`config.mk`:
```
export PLATFORM = sky130hd
export DESIGN_NAME = pc_sequencer
export DESIGN_NICKNAME = d
export VERILOG_FILES = /design/src/rtl/pc_sequencer_pkg.sv /design/src/rtl/pc_next_sel.sv /design/src/rtl/pc_sequencer.sv
export SDC_FILE = /design/constraint.sdc
export NUM_CORES = 1
export LEC_CHECK = 0
export BUFFER_PORTS_ARGS = -buffer_cell sky130_fd_sc_hd__buf_2
export CELL_PAD_IN_SITES_DETAIL_PLACEMENT = 0
export CELL_PAD_IN_SITES_GLOBAL_PLACEMENT = 2
export CORE_MARGIN = 2
export CORE_UTILIZATION = 29
export DETAILED_ROUTE_END_ITERATION = 7
export PLACE_DENSITY_LB_ADDON = 0.1
export SKIP_CTS_REPAIR_TIMING = 1
export SLEW_MARGIN = 20
export SYNTH_ARGS = -nofsm -noshare
export SYNTH_HDL_FRONTEND = slang
export SYNTH_HIERARCHICAL = 1
export SYNTH_SLANG_ARGS = --single-unit
```
`constraint.sdc`:
```
create_clock -name clk -period 3.15 [get_ports clk]
set_input_delay 0.315 -clock clk [delete_from_list [all_inputs] [get_ports clk]]
set_output_delay 0.315 -clock clk [all_outputs]
set_load 0.01 [all_outputs]
```
`src/rtl/pc_sequencer_pkg.sv`:
```
// Shared core definitions for the PC sequencer: widths, state encoding,
// the sequential PC step, default vectors and the redirect payload.
package pc_sequencer_pkg;

  localparam int unsigned XLEN = 32;

  localparam logic [XLEN-1:0] PC_STEP              = 32'd4;
  localparam logic [XLEN-1:0] DEFAULT_RESET_VECTOR = 32'h0000_0000;
  localparam logic [XLEN-1:0] DEFAULT_TRAP_VECTOR  = 32'h0000_0100;

  typedef enum logic [1:0] {
    ST_BOOT  = 2'd0,
    ST_FETCH = 2'd1,
    ST_EXEC  = 2'd2,
    ST_TRAP  = 2'd3
  } state_e;

  // Control-flow request presented by the datapath at the end of an instruction
  typedef struct packed {
    logic            trap;
    logic            mret;
    logic            jump;
    logic [XLEN-1:0] jump_target;
    logic            branch_taken;
    logic [XLEN-1:0] branch_target;
  } redirect_t;

  function automatic logic misaligned(input logic [XLEN-1:0] addr);
    return addr[1:0] != 2'b00;
  endfunction

endpackage

```
`src/rtl/pc_next_sel.sv`:
```
// Next-PC priority mux with target alignment check; purely combinational.
module pc_next_sel
  import pc_sequencer_pkg::*;
#(
  parameter logic [XLEN-1:0] TRAP_VECTOR = DEFAULT_TRAP_VECTOR
) (
  input  logic [XLEN-1:0] pc,
  input  logic [XLEN-1:0] mepc,
  input  redirect_t       redir,
  output logic [XLEN-1:0] next_pc_c,
  output logic            take_trap_c
);

  // Priority: trap > mret > jump > taken branch > sequential
  always_comb begin
    take_trap_c = 1'b0;
    next_pc_c   = pc + PC_STEP;
    if (redir.trap) begin
      take_trap_c = 1'b1;
    end else if (redir.mret) begin
      next_pc_c = mepc;
    end else if (redir.jump) begin
      if (misaligned(redir.jump_target)) take_trap_c = 1'b1;
      else                               next_pc_c   = redir.jump_target;
    end else if (redir.branch_taken) begin
      if (misaligned(redir.branch_target)) take_trap_c = 1'b1;
      else                                 next_pc_c   = redir.branch_target;
    end
    if (take_trap_c) next_pc_c = TRAP_VECTOR;
  end

endmodule

```
`src/rtl/pc_sequencer.sv`:
```
// Program counter sequencer: boot/fetch/execute/trap control with
// registered PC, saved exception PC and fetch handshake outputs.
module pc_sequencer
  import pc_sequencer_pkg::*;
#(
  parameter logic [XLEN-1:0] RESET_VECTOR = DEFAULT_RESET_VECTOR,
  parameter logic [XLEN-1:0] TRAP_VECTOR  = DEFAULT_TRAP_VECTOR
) (
  input  logic            clk,
  input  logic            rst,
  input  logic            stall,
  input  logic            imem_ready,
  input  logic            exec_done,
  input  logic            branch_taken,
  input  logic [XLEN-1:0] branch_target,
  input  logic            jump,
  input  logic [XLEN-1:0] jump_target,
  input  logic            trap,
  input  logic            mret,
  output logic [XLEN-1:0] pc,
  output logic [XLEN-1:0] pc_next,
  output logic            imem_req,
  output logic [XLEN-1:0] imem_addr,
  output logic            instr_valid,
  output logic [XLEN-1:0] mepc
);

  state_e          state_q, state_d;
  logic [XLEN-1:0] pc_q, pc_d;
  logic [XLEN-1:0] mepc_q, mepc_d;
  logic            imem_req_q, imem_req_d;
  logic            instr_valid_q, instr_valid_d;

  redirect_t       redir;
  logic [XLEN-1:0] sel_pc_c;
  logic            sel_trap_c;

  assign redir = '{trap:          trap,
                   mret:          mret,
                   jump:          jump,
                   jump_target:   jump_target,
                   branch_taken:  branch_taken,
                   branch_target: branch_target};

  pc_next_sel #(
    .TRAP_VECTOR (TRAP_VECTOR)
  ) u_pc_next_sel (
    .pc          (pc_q),
    .mepc        (mepc_q),
    .redir       (redir),
    .next_pc_c   (sel_pc_c),
    .take_trap_c (sel_trap_c)
  );

  // Next-state and register update logic; stall freezes every state
  always_comb begin
    state_d       = state_q;
    pc_d          = pc_q;
    mepc_d        = mepc_q;
    instr_valid_d = 1'b0;
    if (!stall) begin
      unique case (state_q)
        ST_BOOT: state_d = ST_FETCH;
        ST_FETCH: begin
          if (imem_ready) begin
            instr_valid_d = 1'b1;
            state_d       = ST_EXEC;
          end
        end
        ST_EXEC: begin
          if (exec_done) begin
            if (sel_trap_c) begin
              state_d = ST_TRAP;
            end else begin
              pc_d    = sel_pc_c;
              state_d = ST_FETCH;
            end
          end
        end
        ST_TRAP: begin
          mepc_d  = pc_q;
          pc_d    = TRAP_VECTOR;
          state_d = ST_FETCH;
        end
        default: state_d = ST_BOOT;
      endcase
    end
    imem_req_d = (state_d == ST_FETCH);
  end

  always_ff @(posedge clk or negedge rst) begin
    if (!rst) begin
      state_q       <= ST_BOOT;
      pc_q          <= RESET_VECTOR;
      mepc_q        <= '0;
      imem_req_q    <= 1'b0;
      instr_valid_q <= 1'b0;
    end else begin
      state_q       <= state_d;
      pc_q          <= pc_d;
      mepc_q        <= mepc_d;
      imem_req_q    <= imem_req_d;
      instr_valid_q <= instr_valid_d;
    end
  end

  // Redirect target only matters while an instruction is executing
  assign pc_next     = (state_q == ST_EXEC) ? sel_pc_c : pc_q;
  assign pc          = pc_q;
  assign imem_addr   = pc_q;
  assign mepc        = mepc_q;
  assign imem_req    = imem_req_q;
  assign instr_valid = instr_valid_q;

endmodule

```
# Word level (Yosys, flattened, before mapping)
# Index checks and enable logic that the tools add are counted.
# totals
regBits	68
in_bits	73
out_inout_bits	130
wordCells	45
# classes
add_sub_neg	1
n_mux	25
n_eq_ne	6
n_reduce_logical	7
n_bitwise	1
# op_table
cell	n
$mux 32	10
$pmux 32 s2	1
$add 32x3->32 const B	1
$mux 1	9
$mux 2	4
$pmux 2 s3	1
$reduce_bool 2->1	3
$eq 2x1->1 const B	2
$eq 2x2->1 const B	2
$ne 2x2->1 const B	2
$reduce_and 4->1	1
$logic_not 2->1	1
$reduce_and 2->1	1
$reduce_or 2->1	1
$not 1->1	1

# Logic depth before layout (Yosys ltp)
# depth
depth_word	11
mapped_depth	9
ltp_nobuf	8

# Modules after synthesis
# The synthesis kept the hierarchy.
# modules_own_cells
mod	area_per_inst_um2	cells_each	instances	seq_area_each_um2
pc_sequencer	3573.4	267	1	1701.6
pc_next_sel	1676.6	277	1	0.0

# Least setup slack after synthesis
# Ideal clock, no wire load.
# synth_timing
kind	register -> output
startpoint	reg pc_q[9], in the netlist imem_addr[9]
endpoint	out pc_next[23]
slack_ps	547
arrival_ps	2288
path_buffers	1
stages_incl_launch_ff	8
required_time_ps	2835
cell_sequence	dfrtp_1 inv_1 or4_4 buf_6 or4_1 a21oi_1 o31ai_1 mux2_2
# synth_between
elab_chain_cells	8
word_cells_on_any_way	9
cone_classes	1 x add/sub; 8 x mux
# synth_rtl
element	line_no	text
from (decl)	pc_sequencer.sv:29	logic [XLEN-1:0] pc_q, pc_d;
from (signal assigned)	pc_sequencer.sv:100	pc_q <= pc_d;
$add 32x3->32 (*)	pc_next_sel.sv:17	next_pc_c = pc + PC_STEP;
$mux 32	pc_next_sel.sv:26	if (misaligned(redir.branch_target)) take_trap_c = 1'b1;
$mux 32	pc_next_sel.sv:25	end else if (redir.branch_taken) begin
$mux 32	pc_next_sel.sv:22	end else if (redir.jump) begin
$mux 32	pc_next_sel.sv:20	end else if (redir.mret) begin
$mux 32 (*)	pc_next_sel.sv:18	if (redir.trap) begin
$mux 32 (*)	pc_next_sel.sv:29	if (take_trap_c) next_pc_c = TRAP_VECTOR;
via sel_pc_c[23]	pc_sequencer.sv:35	logic [XLEN-1:0] sel_pc_c;
$mux 32 (*)	pc_sequencer.sv:108	assign pc_next = (state_q == ST_EXEC) ? sel_pc_c : pc_q;
to (decl)	pc_sequencer.sv:21	output logic [XLEN-1:0] pc_next,
# Mark *: on every way through the listed nets, which the timed path passes. The rest lies on a longest branch.

# Final worst setup path
# layout_timing
startpoint	reg pc_q[14], in the netlist imem_addr[14]
endpoint	out pc_next[19]
# The elaborated chain is that of the path after synthesis.

==> results by group <==
Status
  – Status: finished, final reports clean

Drt
  – Router iterations before antenna repair: 4
  – Vias per inst: 5.14
  – Total Routed Length: 19400 um
  – DRC Markers: 0
  – DR vias: 4943
  – Post-DRT Antenna Nets: 0
  – DR iter-0 viols: 218
  – Post-DR wirelength/cell: 20.2 um

Floorplan
  – Die Y-Extent: 139 um
  – IO Count: 203
  – # rows: 49
  – Initial Util: 0.294
  – Core area: 17800 um^2
  – Die width: 139 um
  – Die ar.: 19200 um^2

CTS
  – # H-tree levels: 3
  – CTS tree: done
  – Clock latency on the worst-skew pair: 0.34 ns
  – Sink Count: 68
  – CTS root buf: clkbuf_16
  – Max Buffers Root-to-Sink: 2
  – CTS clock-pin slew for the worst setup and hold paths: 0.06 ns
  – Total CTS buffers: 9

Timing
  – Setup WS post-layout: 0.113 ns
  – RSZ-0062 raised after global routing: true
  – Fin crit period: 3.04 ns
  – Worst Hold Slack: 0.0913 ns
  – Slew Viols, Final: 0
  – Max-slew headroom: 0.310
  – Setup violators final: 0
  – Maximum achievable frequency: 329 MHz
  – Clock Skew: 0.00640 ns
  – Slew @ Worst Pin: 1.04 ns
  – Final Hold Vio Count: 0
  – Final worst-path cycle share: 0.964

Critical path
  – CP arrival: 2.72 ns
  – CP endpoint kind: primary output
  – Crit start category: flop
  – CP Class: flop to primary output
  – CP Max Fanout: 9
  – Required time of the critical path: 2.83 ns

Synthesis
  – Yosys Warn Count: 6
  – Post-Syn Area: 5250 um^2
  – Post-synth EDFFs: 0
  – Register area share after synthesis: 0.324
  – Post-Synthesis Cells: 544
  – Most used DFF post-synth: dfrtp_1
  – Mapped Nets: 622
  – Fraction of registers with async set/reset: 1.00
  – #FFs+latches synth: 68
  – Post-synthesis cell type count: 57
  – Avg Inst Size Synth: 9.65 um^2

Pwr
  – Total power: 4.26 mW
  – Leak: 3.50 nW
  – Power density cells: 630 nW/um^2
  – Worst vdd ir: 247 uV

Final layout
  – Nets: 805
  – Ratio of cells with drive above 1 in the final layout: 0.522
  – Most frequent cells in the layout: 201 x buf_2, 64 x mux2_2, 64 x dfrtp_1, 39 x buf_4, 34 x nand2_1
  – Leading cell type in the layout, fill and taps excluded: buf_2
  – Non-Filler Instances: 961
  – Layout area overhead: 28.9%

Placed design
  – IO buf count: 202
  – Pre-CTS WS: 0.256 ns
  – Placed instance count: 940
  – HPWL reported at the end of detailed placement: 13700 um
  – RD Place Congestion: 0.782

GRT
  – Initial antenna violation count: 3
  – Largest net degree at the start of global routing: 69
  – Congestion Overflow GR: 0
  – Vias in the first global route: 4991
  – First-pass GRT wire length: 29500 um
  – GRT Total Usage: 0.197

Flow run
  – Max_cap viols: 0

Worst hold path
  – HP Class: input pin to asynchronous set/reset pin
[sequential cells by signal (all words and copies together) (netlist names)]
register	count
imem_addr	32
instr_valid	1
state_q	2
imem_req	1
mepc	32
[through the flow]
stage	util	cell area [um^2]	setup TNS, ns
5_1_grt	0.379	6760	-0.0122
3_3_place_gp	0.358	6390	0
6_report	0.379	6770	0
4_1_cts	0.374	6670	-0.209
3_5_place_dp	0.358	6390	0
2_1_floorplan	-	5250	0
[cell usage after synthesis, drive strengths merged, types with 2 or more instances]
library cell  count  share of area
nor3             12          0.015
and3              6         0.0072
and2              5         0.0060
a21oi            32          0.031
ha                5          0.012
nand4            13          0.017
nor4             13          0.017
nor2b            33          0.039
nor2             19          0.014
or4b              4         0.0076
o31ai            10          0.014
xor2              4         0.0067
mux2i             2         0.0038
a211oi            5         0.0072
inv              10         0.0072
nand3            11          0.014
o22ai            18          0.021
mux2             93           0.22
xnor2             9          0.015
nand2            35          0.025
a2111oi           2         0.0033
dfrtp            68           0.32
or4               3         0.0050
or3               4         0.0048
or2               2         0.0024
buf              43          0.062
a22oi             2         0.0029
a31o              4         0.0067
a41o              2         0.0038
a21o              2         0.0029
o31a              3         0.0050
nor3b             2         0.0029
o21ai            21          0.020
a311oi            4         0.0079
clkbuf           26          0.019
o21a              5         0.0072
a211o             6          0.012
[power breakdown]
part | internal (mW) | leakage (nW) | switching [mW] | total [mW]
logic | 0.912 | 2.43 | 1.06 | 1.97
registers | 1.09 | 0.925 | 0.218 | 1.30
clock network | 0.587 | 0.140 | 0.404 | 0.991
[final cells by class]
class / count / area [um^2]
Multi-Input combinational cell: 397 / 3140
Sequential cell: 68 / 1710
Clock inverter: 2 / 10.0
Inverter: 10 / 37.5
Timing Repair Buffer: 241 / 1320
Tap cell: 229 / 287
Antenna cell: 2 / 5.00
Clock buffer: 12 / 267
Fill cell: 1877 / 11100
[worst max-delay path: stages, from the launching register on]
cell and delay (ns):
dfrtp_2 0.45, nand3_4 0.13, or4_4 0.60, buf_12 0.17, o31a_1 0.27, o31ai_1 0.20, a21oi_1 0.14, mux2_2 0.28
buf_2 0.14
[cell families after synthesis]
family / Yosys count / synth area share
xor+xnor: 13 / 0.0217
buf+inv: 79 / 0.0879
flops: 68 / 0.324
mux: 95 / 0.224
fa+ha+maj: 5 / 0.0119
simple gates: 168 / 0.186
compound gates: 116 / 0.145
[routing by layer]
metal  vias up  share of wire  global-route usage
met1      2410           0.45               0.257
met5         -        0.00057                   0
met4         2          0.023              0.0698
met2       160           0.47               0.323
met3        31          0.057              0.0435
li1       2340              -                   -
[final timing paths]
kind | slack, ns | from | endpoint | depth (start not counted)
hold / removal | 0.09 | rst | imem_addr[26]$_DFFE_PN0P_ | 1
hold reg to reg | 0.52 | mepc[8]$_DFFE_PN0P_ | mepc[8]$_DFFE_PN0P_ | 2
max in group asynchronous | 2.34 | rst | imem_addr[12]$_DFFE_PN0P_ | 1
setup / recovery | 0.11 | imem_addr[14]$_DFFE_PN0P_ | pc_next[19] | 8
setup reg to reg | 0.65 | imem_addr[2]$_DFFE_PN0P_ | imem_addr[24]$_DFFE_PN0P_ | 9
min in group clk | 0.23 | imem_ready | instr_valid$_DFF_PN0_ | 3
(Power assumes the default switching activity.)
